## config.mk

```make
export PLATFORM = sky130hd
export DESIGN_NAME = pong_paddle_ctrl
export DESIGN_NICKNAME = d
export VERILOG_FILES = /design/src/rtl/pong_pkg.sv /design/src/rtl/pong_paddle_axis.sv /design/src/rtl/pong_paddle_ctrl.sv
export SDC_FILE = /design/constraint.sdc
export NUM_CORES = 1
export LEC_CHECK = 0
export ABC_AREA = 1
export CAP_MARGIN = 20
export CELL_PAD_IN_SITES_DETAIL_PLACEMENT = 1
export CELL_PAD_IN_SITES_GLOBAL_PLACEMENT = 1
export CORE_MARGIN = 3
export CORE_UTILIZATION = 30
export DETAILED_ROUTE_END_ITERATION = 6
export PLACE_DENSITY_LB_ADDON = 0.1
export SLEW_MARGIN = 20
export SYNTH_ARGS = -nofsm -noshare
export SYNTH_HDL_FRONTEND = slang
export SYNTH_SLANG_ARGS = --single-unit
```

## constraint.sdc

```tcl
create_clock -name clk25MHz -period 2.42 [get_ports clk25MHz]
set_input_delay 0.726 -clock clk25MHz [delete_from_list [all_inputs] [get_ports clk25MHz]]
set_output_delay 0.726 -clock clk25MHz [all_outputs]
set_load 0.01 [all_outputs]
```

## src/rtl/pong_pkg.sv

```systemverilog
// Shared playfield defaults and the paddle direction encoding for the pong paddle controller.
package pong_pkg;

   localparam int DEF_SCREEN_H = 480;
   localparam int DEF_PADDLE_H = 80;
   localparam int DEF_STEP     = 4;
   localparam int DEF_Y_MAX    = DEF_SCREEN_H - DEF_PADDLE_H;
   localparam int DEF_Y_MID    = DEF_Y_MAX / 2;

   typedef enum logic [1:0] {
      DIR_NONE = 2'd0,
      DIR_UP   = 2'd1,
      DIR_DOWN = 2'd2
   } dir_e;

   // Opposing presses cancel so a paddle never jitters when both keys are down.
   function automatic dir_e resolve_dir(input logic up, input logic down);
      if (up && !down)      return DIR_UP;
      else if (down && !up) return DIR_DOWN;
      else                  return DIR_NONE;
   endfunction

endpackage

```

## src/rtl/pong_paddle_axis.sv

```systemverilog
// One paddle: up/down hold-off timers, direction resolution, saturating y register and moving flag.
module pong_paddle_axis
   import pong_pkg::*;
#(
   parameter int HOLD_TICKS = 8,
   parameter int Y_W        = 10,
   parameter int STEP       = DEF_STEP,
   parameter int Y_MAX      = DEF_Y_MAX,
   parameter int Y_MID      = DEF_Y_MID
) (
   input  logic           clk25MHz,
   input  logic           rst,
   input  logic           tick,
   input  logic           btn_up,
   input  logic           btn_down,
   output logic [Y_W-1:0] y,
   output logic           moving
);

   localparam int HW = (HOLD_TICKS > 0) ? $clog2(HOLD_TICKS + 1) : 1;

   logic [HW-1:0]  hold_up;
   logic [HW-1:0]  hold_down;
   logic           up_eff;
   logic           down_eff;
   dir_e           dir;
   logic [Y_W-1:0] y_next;

   function automatic logic [HW-1:0] hold_next(input logic btn, input logic tk,
                                               input logic [HW-1:0] cnt);
      if (btn)                  return HW'(HOLD_TICKS);
      else if (tk && cnt != '0) return cnt - HW'(1);
      else                      return cnt;
   endfunction

   function automatic logic [Y_W-1:0] sat_up(input logic [Y_W-1:0] cur);
      if (cur < Y_W'(STEP)) return '0;
      else                  return cur - Y_W'(STEP);
   endfunction

   // The sum carries one extra bit so a step near the bottom edge cannot wrap.
   function automatic logic [Y_W-1:0] sat_down(input logic [Y_W-1:0] cur);
      logic [Y_W:0] sum;
      sum = {1'b0, cur} + (Y_W+1)'(STEP);
      if (sum > (Y_W+1)'(Y_MAX)) return Y_W'(Y_MAX);
      else                       return sum[Y_W-1:0];
   endfunction

   always_comb begin
      up_eff   = btn_up   | (hold_up   != '0);
      down_eff = btn_down | (hold_down != '0);
      dir      = resolve_dir(up_eff, down_eff);
      y_next   = y;
      case (dir)
         DIR_UP:   y_next = sat_up(y);
         DIR_DOWN: y_next = sat_down(y);
         default:  y_next = y;
      endcase
   end

   always_ff @(posedge clk25MHz) begin
      if (rst) begin
         hold_up   <= '0;
         hold_down <= '0;
         y         <= Y_W'(Y_MID);
         moving    <= 1'b0;
      end else begin
         hold_up   <= hold_next(btn_up, tick, hold_up);
         hold_down <= hold_next(btn_down, tick, hold_down);
         if (tick) begin
            y      <= y_next;
            moving <= (y_next != y);
         end
      end
   end

endmodule

```

## src/rtl/pong_paddle_ctrl.sv

```systemverilog
// Turns keyboard button levels into two paddle positions, paced by a frame-rate tick divider.
module pong_paddle_ctrl
   import pong_pkg::*;
#(
   parameter int TICK_DIV   = 416667,
   parameter int SCREEN_H   = DEF_SCREEN_H,
   parameter int PADDLE_H   = DEF_PADDLE_H,
   parameter int STEP       = DEF_STEP,
   parameter int HOLD_TICKS = 8,
   parameter int Y_W        = 10
) (
   input  logic           clk25MHz,
   input  logic           rst,
   input  logic           btn1,
   input  logic           btn2,
   input  logic           btn3,
   input  logic           btn4,
   output logic           frame_tick,
   output logic [Y_W-1:0] paddle1_y,
   output logic [Y_W-1:0] paddle2_y,
   output logic           paddle1_moving,
   output logic           paddle2_moving
);

   localparam int Y_MAX = SCREEN_H - PADDLE_H;
   localparam int Y_MID = Y_MAX / 2;
   localparam int CW    = $clog2(TICK_DIV);

   logic [CW-1:0] tick_cnt;

   // frame_tick is registered off the terminal count, so its period is exactly TICK_DIV.
   always_ff @(posedge clk25MHz) begin
      if (rst) begin
         tick_cnt   <= '0;
         frame_tick <= 1'b0;
      end else if (tick_cnt == CW'(TICK_DIV - 1)) begin
         tick_cnt   <= '0;
         frame_tick <= 1'b1;
      end else begin
         tick_cnt   <= tick_cnt + CW'(1);
         frame_tick <= 1'b0;
      end
   end

   pong_paddle_axis #(
      .HOLD_TICKS (HOLD_TICKS),
      .Y_W        (Y_W),
      .STEP       (STEP),
      .Y_MAX      (Y_MAX),
      .Y_MID      (Y_MID)
   ) u_paddle1 (
      .clk25MHz (clk25MHz),
      .rst      (rst),
      .tick     (frame_tick),
      .btn_up   (btn2),
      .btn_down (btn1),
      .y        (paddle1_y),
      .moving   (paddle1_moving)
   );

   pong_paddle_axis #(
      .HOLD_TICKS (HOLD_TICKS),
      .Y_W        (Y_W),
      .STEP       (STEP),
      .Y_MAX      (Y_MAX),
      .Y_MID      (Y_MID)
   ) u_paddle2 (
      .clk25MHz (clk25MHz),
      .rst      (rst),
      .tick     (frame_tick),
      .btn_up   (btn4),
      .btn_down (btn3),
      .y        (paddle2_y),
      .moving   (paddle2_moving)
   );

endmodule
```

## Word level (Yosys, flattened, before mapping)

Cells that the tools add are included.
Widths: inputs -> output; s select.

- $add $sub $neg: 9
- Magnitude comparators: 4
- Equality and inequality tests: 7
- Multiplexer cells: 19
- Bitwise operators: 4
- Reductions and logical operators: 25

Operators by type and width:

| kind | count |
|---|---|
| $mux 10 | 4 |
| $pmux 10 s2 | 2 |
| $mux 4 | 8 |
| $add 10x3->11 const B | 2 |
| $gt 11x9->1 const B | 2 |
| $lt 10x3->1 const B | 2 |
| $ne 10x10->1 | 2 |
| $sub 10x3->10 const B | 2 |
| $add 19x1->19 const B | 1 |
| $eq 19x19->1 const B | 1 |
| $reduce_bool 4->1 | 4 |
| $sub 4x1->4 const B | 4 |
| $reduce_or 2->1 | 5 |
| $logic_and 1x1->1 | 8 |
| $mux 2 | 4 |
| $reduce_bool 2->1 | 4 |
| $eq 2x1->1 const B | 2 |
| $eq 2x2->1 const B | 2 |
| $logic_not 1->1 | 4 |
| $or 1x1->1 | 4 |
| $mux 1 | 1 |

- Register bits: 58
- Bits of input ports: 6
- Output and inout bits: 23
- Word-level logic and storage cells: 82

## Longest topological paths before layout

- Word-level depth: 9
- Gate-level depth with buffers: 18
- Mapped depth without buffers: 18

## Modules after synthesis

From an unflattened synthesis, not the netlist that was laid out.

- Cell total of the unflattened synthesis: 640
- Area total of the unflattened synthesis: 4156.5 µm²

Modules (own cells, without submodules):

| module | times used | cells an instance | area an instance (µm²) | seq. area each (µm²) |
|---|---|---|---|---|
| pong_paddle_axis (u_paddle1) | 1 | 254 | 1619.1 | 380.4 |
| pong_paddle_axis (u_paddle2) | 1 | 242 | 1517.7 | 380.4 |
| pong_paddle_ctrl | 1 | 144 | 1019.7 | 400.4 |

## Worst setup path after synthesis

No wires, ideal clock.

- Kind: input to register
- From: input btn3
- To: register u_paddle2.moving
- Setup time: 119 ps
- Arrival time: 2180 ps
- Data required time: 2301 ps
- Slack: 120 ps
- Stages: 13
- Path buffers: 2
- Cell sequence: nor2_1 inv_1 ha_1 clkbuf_1 inv_1 buf_1 nand3_1 o21ai_1 o21ai_1 inv_1 nand2_1 nor2_1 a21oi_1

- Longest elaborated chain between the ends: 7
- Elaborated cells on any way between the ends: 10
- Those cells by class: 3 x eq/ne; 3 x mux; 1 x bitwise; 3 x reduce/logical

Ends and longest elaborated chain:

| what | line | text |
|---|---|---|
| from (decl) | pong_paddle_ctrl.sv:16 | `input logic btn3,` |
| $or 1x1->1 * | pong_paddle_axis.sv:51 | `down_eff = btn_down \| (hold_down != '0);` |
| $logic_and 1x1->1 / $logic_not 1->1 (equally long branches) | pong_pkg.sv:19, pong_pkg.sv:18 |  |
| $mux 2 / $logic_and 1x1->1 (equally long branches) | pong_pkg.sv:19, pong_pkg.sv:18 |  |
| $mux 2 * | pong_pkg.sv:18 | `if (up && !down) return DIR_UP;` |
| $eq 2x2->1 / $eq 2x1->1 (equally long branches) | - |  |
| $pmux 10 s2 * | pong_paddle_axis.sv:54 | `case (dir)` |
| $ne 10x10->1 * | pong_paddle_axis.sv:72 | `moving <= (y_next != y);` |
| to (signal assigned) | pong_paddle_axis.sv:72 |  |
| to (decl) | pong_paddle_axis.sv:17 | `output logic moving` |

Every way passes the cells marked *; elsewhere a longest branch is shown, timed or not.
A chain may end at the register's enable or synchronous reset.

## Worst setup path in the final report

- From: register u_paddle2.y[4]
- To: output paddle2_y[4]

RTL lines:

| what | line | text |
|---|---|---|
| from (decl) | pong_paddle_axis.sv:16 | `output logic [Y_W-1:0] y,` |
| from (signal assigned) | pong_paddle_axis.sv:65 | `y <= Y_W'(Y_MID);` |
| from (signal assigned) | pong_paddle_axis.sv:71 | `y <= y_next;` |
| to (decl) | pong_paddle_ctrl.sv:20 | `output logic [Y_W-1:0] paddle2_y,` |

No word-level cell between the ends.

==> metrics.md <==
| Metric | Value |
|---|---|
| Status | finished, final reports clean |
| Antenna violations before repair | 0 |
| Vias | ~4.4k |
| Crit-path slowest cell | clkdlybuf4s50_1 |
| IO Count | 29 |
| First-pass DRT Iterations | 4 |
| Cell chain of the critical path | buf_4 -> clkdlybuf4s50_1 |
| #FFs+latches synth | 58 |
| Clk_lat worst skew | roughly 0.34 ns |
| Delay-heaviest family, CP | buffers and inverters |
| Tmin final | 2.34 ns |
| Ys async rst share | 0 |
| Highest clock rate | between 400 and 500 MHz |
| Max-Cap Viols | 0 |
| WS Path Type | reg -> out |
| Routed wire length | around 13 mm |
| CTS tree | done |
| Placer Congestion | 0.834 |
| PortBufs | 28 |
| Worst Path Arrival | between 1.5 and 2 ns |
| Area Growth Syn to Fin | 32.5% |
| Pwr/cell area | approximately 510 mW/mm2 |
| Net count after synthesis | 655 |
| Top-area cell type share of the netlist area | 0.287 |
| Syn Area/Cell | between 6 and 7 um2 |
| Worst-Margin Slew | 0.468 ns |
| Share of cells above drive strength 1 | 0.190 |
| Wirelength per Cell | 14.1 um |
| Cells after Synth | roughly 630 |
| Hold_buf cts | 0 |
| Syn. warnings | 0 |
| Final Max Slew Viols | 0 |
| Most frequent cells after synthesis | 135 x nand2_1, 87 x inv_1, 61 x nand3_1, 58 x dfxtp_1, 55 x nor2_1 |
| VDD IR max | approximately 0.42 mV |
| Fin nets | between 700 and 800 |
| Largest net degree at the start of global routing | 20 |
| Yosys cell types | 38 |
| R2r setup slk | around 0.22 ns |
| Area of the die | between 0.01 and 0.015 mm2 |
| Layout Cells excl Fill | just under 900 |
| Leakage power total | 2.37 nW |
| Grt ovf | 0 |
| Total power | approximately 0.0027 W |
| Post-synthesis sequential area ratio | 0.287 |
| CP peak stage delay | 0.54 ns |
| Die Wd | between 100 and 150 um |
| Hold WC Path Type | reg -> reg |
| Crit path capture type | output pin |
| Final Skew | about 0.0053 ns |
| Post-layout util | 0.415 |
| CP required | approximately 1.7 ns |
| Leading area contributor after synthesis | dfxtp_1 |
| Vias/cell | 4.89 |
| Initial core utilization | 0.313 |
| Synth Flop Type | dfxtp_1 |
| Post-route setup TNS | 0 ns |
| Root Driver | clkbuf_16 |
| ANT nets after route | 0 |
| H-tree levels | 3 |
| Initial DRC Count | ~170 |
| Startpoint types | flip-flop |
| Clk buf depth | 2 |
| Post-detail-place hpwl | between 9 and 10 mm |
| CP max FO | 8 |
| First-pass GRT wire length | 21.1 mm |
| Most frequent cell after synthesis | nand2_1 |
| Clk sink count | 58 |
| GRT Total Usage | 0.175 |
| Ranking of synthesized cells by area | dfxtp_1 29%, nand2_1 13%, inv_1 8.1% |
| Inserted Diodes | 0 |
| Clock Pin Slew Worst Setup and Hold Paths | ~0.06 ns |
| Final Hold Vio Count | 0 |
| Mapped Area | slightly above 0.004 mm2 |
| Relative slew slack | 0.688 |
| Drc violations | 0 |
| Post-synth EDFFs | 0 |
| Dpl cells | about 870 |
| # setup viols final | 0 |
| Tcrit/Tclk final | 0.967 |
| Vias in the first global route | ~4.4k |
| Die Y | 122 um |
| Total CTS buffers | 9 |
| Core area | roughly 0.013 mm2 |
| CP bufs+invs | 2 |
| Row cnt | 41 |
## worst paths after layout
kind | from | depth (start not counted) | endpoint
worst max-delay path | u_paddle2.y[4] | 2 | paddle2_y[4]
worst min-delay path | tick_cnt[0] | 1 | tick_cnt[0]
worst max register to register | u_paddle1.y[3] | 16 | u_paddle1.moving
worst min register to register | tick_cnt[0] | 1 | tick_cnt[0]
## cells in the final DEF (no fill, tap or decap), drive strengths merged
cell,n
a211oi,2
a21oi,47
a221oi,2
a31o,1
a31oi,3
buf,69
bufinv,2
clkbuf,9
clkdlybuf4s50,25
clkinv,1
clkinvlp,2
dfxtp,58
dlymetal6s2s,3
ha,20
inv,92
nand2,139
nand3,65
nand4,24
nor2,61
nor3,12
nor3b,5
nor4,6
o211ai,3
o21ai,50
o31ai,2
or2,5
xnor2,3
xor2,9
## where the power goes
group,switching [W],internal (W)
clock,0.000498,0.000909
combinational,0.000191,0.000173
sequential,0.00000764,0.000963
## per-stage QoR
stage | cell area, um2 | worst slack, ns | hold slack (ns)
finish | 5370 | 0.0796 | 0.458
global route | 5370 | -0.0501 | 0.489
CTS | 5240 | 0.00712 | 0.468
detailed placement | 4900 | -0.485 | 0.452
global placement | 4900 | -0.428 | 0.442
floorplan | 4050 | 0.120 | 0.430
## logic make-up after synthesis
kind of cell,after synthesis,share of synthesized area
buffers and inverters,112,0.119
flip-flops,58,0.287
adder cells (fa/ha/maj),20,0.0617
AND/OR/NAND/NOR,317,0.360
XOR/XNOR,12,0.0259
AO/OA/AOI/OAI,110,0.147
## state kept, by name, indices dropped and copies added, names as in the netlist
| signal | flops |
|---|---|
| u_paddle2.hold_down | 4 |
| u_paddle1.hold_down | 4 |
| u_paddle2.moving | 1 |
| frame_tick | 1 |
| u_paddle2.hold_up | 4 |
| u_paddle1.hold_up | 4 |
| u_paddle1.moving | 1 |
| tick_cnt | 19 |
| u_paddle2.y | 10 |
| u_paddle1.y | 10 |
## metal layers
layer  vias up  wire length (um)  global-route usage
li1       2243                 -                   -
met4         0               209              0.0553
met2        39              5940               0.293
met3        16               306              0.0327
met1      2061              6080               0.227
met5         -                 0                   0
## area by class of cell
type	count	area [um2]
fill	1648	7560
inverter	90	340
timing repair buffer	97	810
clock buffer	9	225
multi-input combinational	459	2510
tap	172	215
sequential	58	1170
clock inverter	7	101
## timing repair
| item | in CTS | in global routing |
|---|---|---|
| pin swaps | 0 | 9 |
| gates resized for setup | 4 | 36 |
| endpoints found under the setup margin | 3 | 8 |
| setup buffers | 0 | 3 |
## worst reg2reg max path, cell delays in order (launching register included)
cell and delay, ns:
dfxtp_2 0.34, inv_1 0.09, ha_1 0.17, nand2_1 0.08, nor2_2 0.15, nand3_1 0.11
buf_4 0.15, xor2_1 0.14, o21ai_0 0.18, inv_1 0.08, buf_4 0.13, nand3_1 0.09
nand4_1 0.09, nor2_1 0.13, nand3_2 0.08, nand2_1 0.06, inv_1 0.03
Power figures use the tool's default switching activity.
